## src/rtl/apb_sched_pkg.sv

```systemverilog
`default_nettype none
// ============================================================================
//  Module      : apb_sched_pkg
//  Description : Shared widths, direction encodings and FSM state type for
//                the APB requester scheduler.
//  Contents    : ADDR_W / DATA_W        bridge user-port widths
//                RW_READ / RW_WRITE     READ_WRITE encoding toward the bridge
//                sched_state_t          IDLE -> BUSY -> RESP
//  Revision    : 1.0  initial release
// ============================================================================
package apb_sched_pkg;

    localparam int ADDR_W = 9;
    localparam int DATA_W = 8;

    localparam logic RW_READ  = 1'b1;
    localparam logic RW_WRITE = 1'b0;

    typedef enum logic [1:0] {
        IDLE = 2'd0,
        BUSY = 2'd1,
        RESP = 2'd2
    } sched_state_t;

endpackage
`default_nettype wire

```

## src/rtl/rr_arbiter.sv

```systemverilog
`default_nettype none
// ============================================================================
//  Module      : rr_arbiter
//  Description : Combinational round-robin picker. Searches the request
//                vector starting one past the last granted index and wrapping
//                modulo N; the first set bit wins.
//  Ports       : req         in   N       pending requests
//                last_ptr    in   IDX_W   index granted most recently
//                grant       out  N       one-hot winner (0 when no request)
//                grant_idx   out  IDX_W   binary index of the winner
//                grant_valid out  1       at least one request present
//  Revision    : 1.0  initial release
// ============================================================================
module rr_arbiter #(
    parameter int N     = 4,
    parameter int IDX_W = $clog2(N)
) (
    input  logic [N-1:0]     req,
    input  logic [IDX_W-1:0] last_ptr,
    output logic [N-1:0]     grant,
    output logic [IDX_W-1:0] grant_idx,
    output logic             grant_valid
);

    always_comb begin
        int               w_pos;
        logic [IDX_W-1:0] w_cand;
        grant       = '0;
        grant_idx   = '0;
        grant_valid = 1'b0;
        w_pos       = 0;
        w_cand      = '0;
        // k runs 1..N so the last-granted requester is considered last.
        for (int k = 1; k <= N; k++) begin
            w_pos  = (int'(last_ptr) + k) % N;
            w_cand = IDX_W'(w_pos);
            if (!grant_valid && req[w_cand]) begin
                grant_valid   = 1'b1;
                grant_idx     = w_cand;
                grant[w_cand] = 1'b1;
            end
        end
    end

endmodule
`default_nettype wire

```

## src/rtl/apb_req_scheduler.sv

```systemverilog
`default_nettype none
// ============================================================================
//  Module      : apb_req_scheduler
//  Description : Shares the APB bridge user port between NREQ requesters.
//                Round-robin arbitration, one transfer in flight, completion
//                observed on the bus (PENABLE & PREADY), per-requester
//                response pulse, and a bus-hang timeout.
//  Ports       : PCLK, PRESETn          clock / async active-low reset
//                req_valid/write        per-requester request + direction
//                req_addr/req_wdata     packed per-requester address / data
//                req_grant              one-hot grant pulse (first BUSY cycle)
//                rsp_valid              one-hot completion pulse (RESP cycle)
//                rsp_rdata/err/timeout  response payload, held until next RESP
//                transfer, READ_WRITE   bridge control
//                apb_write_paddr/data   bridge write side (0 during reads)
//                apb_read_paddr         bridge read side (0 during writes)
//                PENABLE/PREADY/PSLVERR bus monitor taps
//                apb_read_data_out      read data from bridge
//  Revision    : 1.0  initial release
// ============================================================================
module apb_req_scheduler
    import apb_sched_pkg::*;
#(
    parameter int NREQ           = 4,
    parameter int TIMEOUT_CYCLES = 16
) (
    input  logic                   PCLK,
    input  logic                   PRESETn,
    input  logic [NREQ-1:0]        req_valid,
    input  logic [NREQ-1:0]        req_write,
    input  logic [NREQ*ADDR_W-1:0] req_addr,
    input  logic [NREQ*DATA_W-1:0] req_wdata,
    output logic [NREQ-1:0]        req_grant,
    output logic [NREQ-1:0]        rsp_valid,
    output logic [DATA_W-1:0]      rsp_rdata,
    output logic                   rsp_err,
    output logic                   rsp_timeout,
    output logic                   transfer,
    output logic                   READ_WRITE,
    output logic [ADDR_W-1:0]      apb_write_paddr,
    output logic [DATA_W-1:0]      apb_write_data,
    output logic [ADDR_W-1:0]      apb_read_paddr,
    input  logic                   PENABLE,
    input  logic                   PREADY,
    input  logic                   PSLVERR,
    input  logic [DATA_W-1:0]      apb_read_data_out
);

    localparam int c_IDX_W   = $clog2(NREQ);
    // Timer only has to reach TIMEOUT_CYCLES-1.
    localparam int c_TIMER_W = (TIMEOUT_CYCLES > 1) ? $clog2(TIMEOUT_CYCLES) : 1;
    localparam logic [c_TIMER_W-1:0] c_TIMER_LAST =
        c_TIMER_W'((TIMEOUT_CYCLES == 0) ? 0 : TIMEOUT_CYCLES - 1);
    localparam logic c_TIMEOUT_EN = (TIMEOUT_CYCLES != 0);
    localparam logic [NREQ-1:0] c_ONE = NREQ'(1);

    sched_state_t          r_state;
    logic [c_IDX_W-1:0]    r_ptr;
    logic [c_IDX_W-1:0]    r_idx;
    logic                  r_write;
    logic [c_TIMER_W-1:0]  r_timer;

    logic [NREQ-1:0]       r_grant;
    logic [NREQ-1:0]       r_rsp_valid;
    logic [DATA_W-1:0]     r_rsp_rdata;
    logic                  r_rsp_err;
    logic                  r_rsp_timeout;
    logic                  r_transfer;
    logic                  r_read_write;
    logic [ADDR_W-1:0]     r_wr_paddr;
    logic [DATA_W-1:0]     r_wr_data;
    logic [ADDR_W-1:0]     r_rd_paddr;

    logic [NREQ-1:0]       w_arb_grant;
    logic [c_IDX_W-1:0]    w_arb_idx;
    logic                  w_arb_valid;
    logic                  w_sel_write;
    logic [ADDR_W-1:0]     w_sel_addr;
    logic [DATA_W-1:0]     w_sel_wdata;
    logic                  w_complete;
    logic                  w_expire;

    rr_arbiter #(
        .N     (NREQ),
        .IDX_W (c_IDX_W)
    ) u_arb (
        .req         (req_valid),
        .last_ptr    (r_ptr),
        .grant       (w_arb_grant),
        .grant_idx   (w_arb_idx),
        .grant_valid (w_arb_valid)
    );

    assign w_sel_write = req_write[w_arb_idx];
    assign w_sel_addr  = req_addr[w_arb_idx*ADDR_W +: ADDR_W];
    assign w_sel_wdata = req_wdata[w_arb_idx*DATA_W +: DATA_W];

    // Completion has priority over a timeout landing on the same edge.
    assign w_complete = PENABLE & PREADY;
    assign w_expire   = c_TIMEOUT_EN && (r_timer == c_TIMER_LAST);

    always_ff @(posedge PCLK or negedge PRESETn) begin
        if (!PRESETn) begin
            r_state       <= IDLE;
            r_ptr         <= c_IDX_W'(NREQ - 1);
            r_idx         <= '0;
            r_write       <= 1'b0;
            r_timer       <= '0;
            r_grant       <= '0;
            r_rsp_valid   <= '0;
            r_rsp_rdata   <= '0;
            r_rsp_err     <= 1'b0;
            r_rsp_timeout <= 1'b0;
            r_transfer    <= 1'b0;
            r_read_write  <= 1'b0;
            r_wr_paddr    <= '0;
            r_wr_data     <= '0;
            r_rd_paddr    <= '0;
        end else begin
            r_grant     <= '0;
            r_rsp_valid <= '0;
            case (r_state)
                IDLE: begin
                    if (w_arb_valid) begin
                        r_idx        <= w_arb_idx;
                        r_write      <= w_sel_write;
                        r_timer      <= '0;
                        r_grant      <= w_arb_grant;
                        r_transfer   <= 1'b1;
                        r_read_write <= w_sel_write ? RW_WRITE : RW_READ;
                        r_wr_paddr   <= w_sel_write ? w_sel_addr  : '0;
                        r_wr_data    <= w_sel_write ? w_sel_wdata : '0;
                        r_rd_paddr   <= w_sel_write ? '0 : w_sel_addr;
                        r_state      <= BUSY;
                    end
                end
                BUSY: begin
                    if (w_complete || w_expire) begin
                        r_rsp_valid   <= c_ONE << r_idx;
                        r_rsp_rdata   <= (w_complete && !r_write) ? apb_read_data_out : '0;
                        r_rsp_err     <= w_complete ? PSLVERR : 1'b1;
                        r_rsp_timeout <= !w_complete;
                        // Dropping transfer here forces an idle gap at the bridge.
                        r_transfer    <= 1'b0;
                        r_read_write  <= 1'b0;
                        r_wr_paddr    <= '0;
                        r_wr_data     <= '0;
                        r_rd_paddr    <= '0;
                        r_state       <= RESP;
                    end else begin
                        r_timer <= r_timer + c_TIMER_W'(1);
                    end
                end
                RESP: begin
                    r_ptr   <= r_idx;
                    r_timer <= '0;
                    r_state <= IDLE;
                end
                default: r_state <= IDLE;
            endcase
        end
    end

    assign req_grant       = r_grant;
    assign rsp_valid       = r_rsp_valid;
    assign rsp_rdata       = r_rsp_rdata;
    assign rsp_err         = r_rsp_err;
    assign rsp_timeout     = r_rsp_timeout;
    assign transfer        = r_transfer;
    assign READ_WRITE      = r_read_write;
    assign apb_write_paddr = r_wr_paddr;
    assign apb_write_data  = r_wr_data;
    assign apb_read_paddr  = r_rd_paddr;

endmodule
`default_nettype wire
```

## config.mk

```make
export PLATFORM = sky130hd
export DESIGN_NAME = apb_req_scheduler
export DESIGN_NICKNAME = d
export VERILOG_FILES = /design/src/rtl/apb_sched_pkg.sv /design/src/rtl/rr_arbiter.sv /design/src/rtl/apb_req_scheduler.sv
export SDC_FILE = /design/constraint.sdc
export NUM_CORES = 1
export LEC_CHECK = 0
export CORE_MARGIN = 4
export CORE_UTILIZATION = 30
export DETAILED_ROUTE_END_ITERATION = 12
export GPL_ROUTABILITY_DRIVEN = 0
export HOLD_SLACK_MARGIN = 0.03
export PLACE_DENSITY = 0.57
export SLEW_MARGIN = 40
export SYNTH_ARGS = -nofsm -noshare
export SYNTH_HDL_FRONTEND = slang
export SYNTH_HIERARCHICAL = 1
export SYNTH_SLANG_ARGS = --single-unit
```

## constraint.sdc

```tcl
create_clock -name PCLK -period 4.3 [get_ports PCLK]
set_input_delay 0.645 -clock PCLK [delete_from_list [all_inputs] [get_ports PCLK]]
set_output_delay 0.645 -clock PCLK [all_outputs]
set_load 0.1 [all_outputs]
```

* After elaboration in Yosys (flattened, before gate mapping) *
Index checks and enable logic that the tools add are counted.
W data, S select, Z words.

storage, ports and cells
  register bits after elaboration = 57
  bits in latches = 0
  RAM bits = 0
  bits in read-only memories = 0
  output and inout port bits = 46
  memories = 0

cells by class
  add/subtract/negate cells = 5
  multiply operators = 1
  divide/modulo/power cells = 0
  magnitude comparators = 9
  eq/ne operators = 6
  shift operators = 3
  mux-type cells = 59
  bitwise gates (word level) = 4
  reduce and logical (&&, ||, !) cells = 22

operator list
  kind                   count
  $mux W9                5
  $mux W4                10
  $pmux W9 S2            2
  $shiftx A36 B7 Y9      1
  $mux W8                4
  $shiftx A32 B6 Y8      1
  $mux W1                18
  $pmux W8 S2            1
  $lt A2 B3 Y1 const B   5
  $mux W2                6
  $or A4 B4 Y4           3
  $pmux W4 S3            1
  $bmux W1 S2            5
  $demux W1 S2           4
  $ge A2 B1 Y1 const B   4
  $logic_and A1 B1 Y1    8
  $mul A2 B4 Y6 const B  1
  $reduce_and A2 Y1      3
  $reduce_and A3 Y1      2
  $logic_not A1 Y1       5
  $add A2 B1 Y2 const B  2
  $add A2 B2 Y2 const B  2
  $add A4 B1 Y4 const B  1
  $eq A4 B4 Y1 const B   1
  12 further kinds       14

* Logic depth before layout (Yosys ltp) *
Gate-level depths: netlist of the first run.

  word-level depth = 18
  gate-level depth with buffers = 15

* By module *
The synthesis of the first run kept the hierarchy.

modules (own cells, without submodules)
  module             times used  cells each  area an instance (µm²)  sequential area each (µm²)
  apb_req_scheduler  1           198         2668.8                  1428.9
  rr_arbiter         1           86          629.4                   0.0

* Least setup slack after synthesis of the first run *
Ideal clock, no wire load.

  path kind = register to register
  start point = register r_ptr[0]
  end point = register r_wr_data[7], in the netlist apb_write_data[7]
  library setup time = 0.122 ns
  arrival time = 3.619 ns
  required time = 4.178 ns
  slack = 0.559 ns
  stages on the path, launching flop included = 16
  clock period less this slack = 3.741 ns
  cells stage by stage = dfstp_2 buf_6 buf_2 inv_1 ha_1 clkbuf_1 a21oi_1 a211oi_1 a311o_1 a221oi_1 buf_6 mux4_2 and2_1 buf_6 buf_6 a22o_1

on the way
  longest elaborated chain between the ends = 18
  elaborated cells between the ends (all ways) = 34
  those cells by class = add/sub: 4; eq/ne: 1; shift: 1; mux: 21; reduce/logical: 7

RTL lines
  item                                                       line                      source
  start: declaration                                         apb_req_scheduler.sv:58   logic [c_IDX_W-1:0] r_ptr;
  start signal: assignment                                   apb_req_scheduler.sv:105  r_ptr <= c_IDX_W'(NREQ - 1);
  start signal: assignment                                   apb_req_scheduler.sv:155  r_ptr <= r_idx;
  $add A2 B1 Y2                                              rr_arbiter.sv:35          w_pos = (int'(last_ptr) + k) % N;
  $bmux W1 S2                                                rr_arbiter.sv:37          if (!grant_valid && req[w_cand]) begin
  $mux W1 (not written as such)                              rr_arbiter.sv:37
  $mux W1                                                    rr_arbiter.sv:37
  $logic_not A1 Y1                                           rr_arbiter.sv:37
  $logic_and A1 B1 Y1                                        rr_arbiter.sv:37
  $mux W1                                                    rr_arbiter.sv:37
  $logic_not A1 Y1                                           rr_arbiter.sv:37
  [2 not listed]                                             n/a
  $logic_not A1 Y1                                           rr_arbiter.sv:37
  $logic_and A1 B1 Y1                                        rr_arbiter.sv:37
  $mux W2 (*)                                                rr_arbiter.sv:37
  via w_arb_idx[0]                                           apb_req_scheduler.sv:75   logic [c_IDX_W-1:0] w_arb_idx;
  branches (longest 2 deep; another with $shiftx A32 B6 Y8)  n/a
  $mux W8 (*)                                                apb_req_scheduler.sv:132  r_wr_data <= w_sel_write ? w_sel_wdata : '0;
  $mux W8 (*)                                                apb_req_scheduler.sv:124  if (w_arb_valid) begin
  $pmux W8 S2 (*)                                            apb_req_scheduler.sv:122  case (r_state)
  end signal: assignment                                     apb_req_scheduler.sv:132
  end: declaration                                           apb_req_scheduler.sv:71   logic [DATA_W-1:0] r_wr_data;

Mark *: on every way through the listed nets, which the timed path passes. The select of a mux whose other input is x is not followed.
A chain may end at the register's enable or synchronous reset.

* Final worst setup path of the first run *
  start point = register r_ptr[0]
  end point = register r_wr_paddr[0], in the netlist apb_write_paddr[0]

on the way
  longest elaborated chain between the ends = 18
  elaborated cells between the ends (all ways) = 35
  those cells by class = add/sub: 4; mul: 1; eq/ne: 1; shift: 1; mux: 21; reduce/logical: 7

RTL lines
  item                                          line                                              source
  $add A2 B1 Y2                                 rr_arbiter.sv:35
  $bmux W1 S2                                   rr_arbiter.sv:37
  $mux W1 (not written as such)                 rr_arbiter.sv:37
  $mux W1                                       rr_arbiter.sv:37
  $logic_not A1 Y1                              rr_arbiter.sv:37
  $logic_and A1 B1 Y1                           rr_arbiter.sv:37
  $mux W1                                       rr_arbiter.sv:37
  $logic_not A1 Y1                              rr_arbiter.sv:37
  [3 not listed]                                n/a
  $logic_and A1 B1 Y1                           rr_arbiter.sv:37
  $mux W2 (*)                                   rr_arbiter.sv:37
  via w_arb_idx[0]                              apb_req_scheduler.sv:75
  $mul A2 B4 Y6 or $bmux W1 S2 (tied branches)  apb_req_scheduler.sv:95, apb_req_scheduler.sv:94
  $shiftx A36 B7 Y9 or $mux W1 (tied branches)  apb_req_scheduler.sv:95, apb_req_scheduler.sv:94
  $mux W9 (*)                                   apb_req_scheduler.sv:131                          r_wr_paddr <= w_sel_write ? w_sel_addr : '0;
  $mux W9 (*)                                   apb_req_scheduler.sv:124
  $pmux W9 S2 (*)                               apb_req_scheduler.sv:122
  end signal: assignment                        apb_req_scheduler.sv:131
  end: declaration                              apb_req_scheduler.sv:70                           logic [ADDR_W-1:0] r_wr_paddr;

Mark *: on every way through the listed nets, which the timed path passes. The rest lies on a longest branch. The select of a mux whose other input is x is not followed.

==> impl_results.md, run 1 <==
* Commonest cells after routing, fill and taps aside: 87 x clkdlybuf4s50_1, 55 x dfrtp_1, 47 x buf_2
* Crit Path Category: flop to flop
* Combinational group share of total power at between 60 and 70%
* Sequential share of power at 24.2%
* Die X-Extent at ~110 µm
* ANT cells at 0
* Status: completed
* Placed instance area at 0.00451 mm²
* Avg Synthesized Cell Area at roughly 12 µm²
* Final clock skew at 0.00757 ns
* Fillcell total at 1036
* Switching Power at between 1.5 and 2 mW
* Synth Warn # at 6
* Synth Flop Type: dfrtp_1
* Final setup fails at 0
* Clock buffer depth at 2
* Sw Share at between 50% and 60%
* Worst-path maximum fanout at 21
* Most common cell after layout, fill and taps aside: clkdlybuf4s50_1
* CP Capture Type: flop
* Synthesized area at 0.00330 mm²
* Worst-Margin Slew at between 0.7 and 0.8 ns
* Post CTS Setup Buffer Count at 0
* Yosys cell types at between 40 and 50
* Clock Tree Root: clkbuf_8
* Pwr Density at 768 mW/mm²
* WL per Instance at roughly 17 µm
* Via Count at just under 3000
* Minimum setup slack after placement at roughly 0.51 ns
* Area Growth Syn to Fin at 42.5%
* Core Region at 0.0108 mm²
* Design area at approximately 0.0047 mm²
* Final Util at a little over two fifths
* Synth top area cells: dfrtp_1 42%, mux4_2 14%, a22o_1 6.9%, ha_1 3.4%, o41ai_1 2.1%
* DRT Pass-1 Iters at 4
* GRT Max-Usage Layer: met2
* Net count after synthesis at 382
* GRT overflow at 0
* CP Data Arrival Time at 4.01 ns
* Yosys reg bits at 57
* Port buffer count at approximately 130
* WP data required at around 4.5 ns
* Max Clk Rate at 263 MHz
* Area used by multi-input combinational logic at approximately 0.0017 mm²
* CTS tree: built
* Number of flops mapped to enable cells by yosys at 0
* Layout cells sized above 1 at 23.7%
* Hold Path Class: input pin to asynchronous set/reset pin
* DRC at 0
* Clock-pin slew on the worst setup and hold paths at 0.07 ns
* Hold Vio Cnt, Final at 0
* DRT antenna net count at 0
* Clock Power Share at a little over an eighth
* Period utilisation layout at about nine tenths
* Met3 Usage GRT at around 3.6%
* Setup tns final at 0 ns
* Clock latency on the worst-skew pair at approximately 0.33 ns
* Post-layout minimum cycle time at 3.80 ns
* Die height at between 100 and 150 µm
* Die area at between 0.01 and 0.015 mm²
* Met1 Track Usage GR at 19.4%
* Htree depth at 3
* Initial antenna violation count at 0
* Leak at 2.10 nW
* Syn Inst Count at between 200 and 300
* GRT met2 Usage at 23.6%
* Post-synth ARST share at 100%
* CP Launch Type: flop
* Post-CTS Resized at 0
* Cts hold-fix bufs at 0
* Nets at about 510
* Overall routing resource usage at between 10 and 15%
* Final worst setup slack at between 0.5 and 0.6 ns
* Cell taking the most area after synthesis: dfrtp_1
* Max transition margin at between 50% and 60%
* Vias in the first global route at 2904
* Max Cap Viol at 0
* Largest net degree at the start of global routing at 58
* Io pins at roughly 140
* Final-report max-slew violation count at 0
* Initial core utilization at between 30% and 40%
* Top-area cell type share of the netlist area at a little over two fifths
* Register area at roughly 0.0014 mm²
* Sequential fraction of the synthesis area at 43.3%
* TritonCTS Buffers at 9
* # rows at 38
* Peak supply drop at roughly 0.33 mV
* Clk sinks at 57
* Vias/cell at between 5 and 6
* Iteration-0 DRC Markers at around 170
* First-pass GRT wire length at about 15000 µm
* Routed Wire Length at 9420 µm
* Pint at roughly 1.7 mW
* Hpwl dp at between 6000 and 7000 µm
* RSZ-0062 raised after global routing: no
kinds of logic after synthesis:
logic type	count (synthesis)	synth area share, %
buf+inv	43	6.26
flops	57	43.3
compound gates	88	20.9
fa+ha+maj	9	3.41
simple gates	61	10.5
mux	26	15.6
critical path: stages, from the launching register on:
cell and delay (ns):
dfstp_2 0.81, inv_1 0.18, ha_1 0.47, a21oi_1 0.21, a211oi_1 0.08, a311o_1 0.37
a221oi_4 0.29, mux4_2 0.55, and2_1 0.41, a22o_1 0.31
power groups by stage:
stage / Sequential (mW) / Combinational [mW] / Clock [mW]
floorplan: 1.70 / 1.00 / 0
global placement: 0.882 / 2.37 / 0
detailed placement: 0.880 / 2.28 / 0
CTS: 0.873 / 2.28 / 0.492
global route: 0.902 / 2.40 / 0.525
finish: 0.873 / 2.26 / 0.476
cells in the mapped netlist, drive strengths merged (6+ instances only):
cell and number:
dfrtp 55, a22o 26, mux4 20, inv 18
nand2 15, buf 13, o21ai 13, clkbuf 12
ha 9, o41ai 8, a31oi 7, nor2 7
and2 6, nand4 6
cell type report:
cell class,count,share of cell area (%)
repair buffers,139,24.4
well taps,140,3.73
multi-input cells,184,36.0
inverters,18,1.44
clock buffers,10,2.72
flip-flops and latches,57,30.4
clock inverters,6,1.25
stage by stage:
step                power, mW  hold WS [ns]  instances
finish                   3.61         0.353        554
global route             3.82         0.409        554
CTS                      3.64         0.484        554
detailed placement       3.16         0.468        538
global placement         3.26         0.474        538
floorplan                2.70         0.349        284
sequential cells by signal, summed over array words and instances (netlist names), 2 cells and up:
name,cells
r_timer,4
rsp_rdata,8
r_idx,2
apb_read_paddr,9
r_state,2
apb_write_data,8
r_ptr,2
req_grant,4
apb_write_paddr,9
rsp_valid,4
metal layers:
metal | routed length [µm] | up-vias
met5 | 0 | -
met4 | 153 | 0
met3 | 620 | 11
met2 | 4600 | 112
met1 | 4050 | 1406
li1 | - | 1352
path summary, 6_finish.rpt:
kind,start,endpoint,slack [ns],depth (start not counted)
worst max-delay path,r_ptr[0],apb_write_paddr[0],0.50,9
worst min-delay path,PRESETn,req_grant[2],0.35,2
worst max register to register,r_ptr[0],apb_write_paddr[0],0.50,9
worst min register to register,transfer,transfer,0.48,1
max in group asynchronous,PRESETn,apb_write_data[3],3.54,2
min in group PCLK,transfer,transfer,0.48,1
No activity file was read; power rests on OpenSTA's default activity.
==> run 2: changes to the inputs <==
--- a/config.mk
+++ b/config.mk
@@ -11,6 +11,7 @@
 export GPL_ROUTABILITY_DRIVEN = 0
 export HOLD_SLACK_MARGIN = 0.03
 export PLACE_DENSITY = 0.57
+export RECOVER_POWER = 100
 export SLEW_MARGIN = 40
 export SYNTH_ARGS = -nofsm -noshare
 export SYNTH_HDL_FRONTEND = slang
==> impl_results.md, run 2 (synthesis gave the netlist of run 1 again) <==
* CP max stage cell: dfstp_2
* Commonest cells after routing, fill and taps aside: 86 x clkdlybuf4s50_1, 55 x dfrtp_1, 49 x clkbuf_1
* Peak supply drop at roughly 0.33 mV
* Area Growth Syn to Fin at 40.3%
* Hpwl dp at 6920 µm
* CP Data Arrival Time at roughly 4.1 ns
* Clock latency on the worst-skew pair at 0.33 ns
* Worst-Margin Slew at 3.05 ns
* Clock Tree Root: clkbuf_8
* Final setup fails at 0
* Status: finished with violations
* WHS at between 0.4 and 0.5 ns
* Max Cap Viol at 1
* CP Capture Type: flop
* Most common cell after layout, fill and taps aside: clkdlybuf4s50_1
* Worst path cell trace: inv_1 -> ha_1 -> a21oi_1 -> a211oi_1 -> a311o_1 -> a221oi_4 -> mux4_2 -> nor2_1 -> a22o_1
* Largest net degree at the start of global routing at 58
* Clk sinks at between 50 and 60
* Overall routing resource usage at 14.7%
* RSZ-0062 raised after global routing: no
* Routed Wire Length at approximately 9400 µm
* Vias in the first global route at 2904
* Setup tns final at 0 ns
* Pwr Density at between 700 and 800 mW/mm²
* DRC at 0
* Initial core utilization at 30.6%
* TritonCTS Buffers at 9
* Cts hold-fix bufs at 0
* Period utilisation layout at about nine tenths
* Hold Path Class: flop to flop
* Port buffer count at 134
* Failing checks: max-capacitance violations, max-slew violations
* Final Non-Filler Cells at between 500 and 600
* WP data required at approximately 4.6 ns
* WL per Instance at approximately 17 µm
* Layout cells sized above 1 at approximately an eighth
* Final clock skew at approximately 0.0085 ns
* Crit Path Category: flop to flop
* Iteration-0 DRC Markers at between 150 and 200
* Initial antenna violation count at 0
* Leak at ~1.9 nW
* Io pins at roughly 140
* Nets at between 500 and 600
* Clock-pin slew on the worst setup and hold paths at 0.06 ns
* Crit-path max cell delay at slightly above 0.8 ns
* Die height at 113 µm
* First-pass GRT wire length at 15100 µm
* Die X-Extent at ~110 µm
* CP Launch Type: flop
* DRT antenna net count at 0
* Via Count at between 2000 and 3000
* ANT cells at 0
* CTS tree: built
* Htree depth at 3
* Worst-path maximum fanout at 21
* Post-layout minimum cycle time at 3.85 ns
* Final-report max-slew violation count at between 50 and 60
* Post CTS Setup Buffer Count at 0
* GRT overflow at 0
* Core Region at 0.0108 mm²
* Clock buffer depth at 2
* Max Clk Rate at approximately 260 MHz
* DRT Pass-1 Iters at 4
* Cells after DPL at around 540
* Total Power at 3.56 mW
* Die area at around 0.013 mm²
* Max transition margin at -103%
* Hold Vio Cnt, Final at 0
* # rows at 38
* Post-CTS Resized at 0
* Vias/cell at between 5 and 6
## run 2: cell count changes in the layout (fill, tap and decap cells not counted)
cell             before  now
buf_6                 1    0
clkdlybuf4s50_1      87   86
clkbuf_1              1   49
buf_2                47    1
dlygate4sd3_1         0    1
and2_1                6    4
nor2_2                1    0
nor2_1                6    7
and2_0                0    2
buf_4                 4    3
## run 2: per-layer routing
| metal | vias up | global-route usage (%) | wire length [µm] |
|---|---|---|---|
| li1 | 1354 | - | - |
| met1 | 1427 | 19.4 | 4030 |
| met2 | 92 | 23.6 | 4650 |
| met3 | 11 | 3.58 | 592 |
| met4 | 0 | 5.29 | 151 |
| met5 | - | 0 | 0 |
## run 2: final timing paths
kind	start	endpoint	slack (ns)	cells after the start
max	r_ptr[0]	apb_read_paddr[0]	0.45	9
min	transfer	transfer	0.48	1
max reg2reg	r_ptr[0]	apb_read_paddr[0]	0.45	9
min reg2reg	transfer	transfer	0.48	1
max in group asynchronous	PRESETn	apb_write_data[3]	1.16	2
min in group asynchronous	PRESETn	req_grant[2]	1.40	2
## run 2: where the power goes
part           internal (mW)  switching (mW)
combinational          0.657            1.56
sequential             0.710           0.166
clock                  0.264           0.212
## run 2: through the flow
stage	instance area, µm²	setup slack (ns)	util (%)
3_3_place_gp	4740	0.609	43.9
2_1_floorplan	3300	0.559	-
3_5_place_dp	4510	0.509	41.8
5_1_grt	4630	0.141	42.9
6_report	4630	0.446	42.9
4_1_cts	4700	0.500	43.5
## run 2: worst max-delay path: cells and delay by family, from the launching register on
family                     cells  cell delay (ns)
buffers and inverters          1             0.18
AOI/OAI and AO/OA              5             1.17
adders and majority gates      1             0.46
and+or+nand+nor                1             0.62
muxes                          1             0.54
DFF                            1             0.81
## run 2: final cells by class
class / count / area, µm²
clock buffers: 10 / 128
fillers: 1057 / 6160
clock inverters: 6 / 58.8
well taps: 140 / 175
flip-flops and latches: 57 / 1430
multi-input cells: 184 / 1690
repair buffers: 139 / 1080
inverters: 18 / 67.6
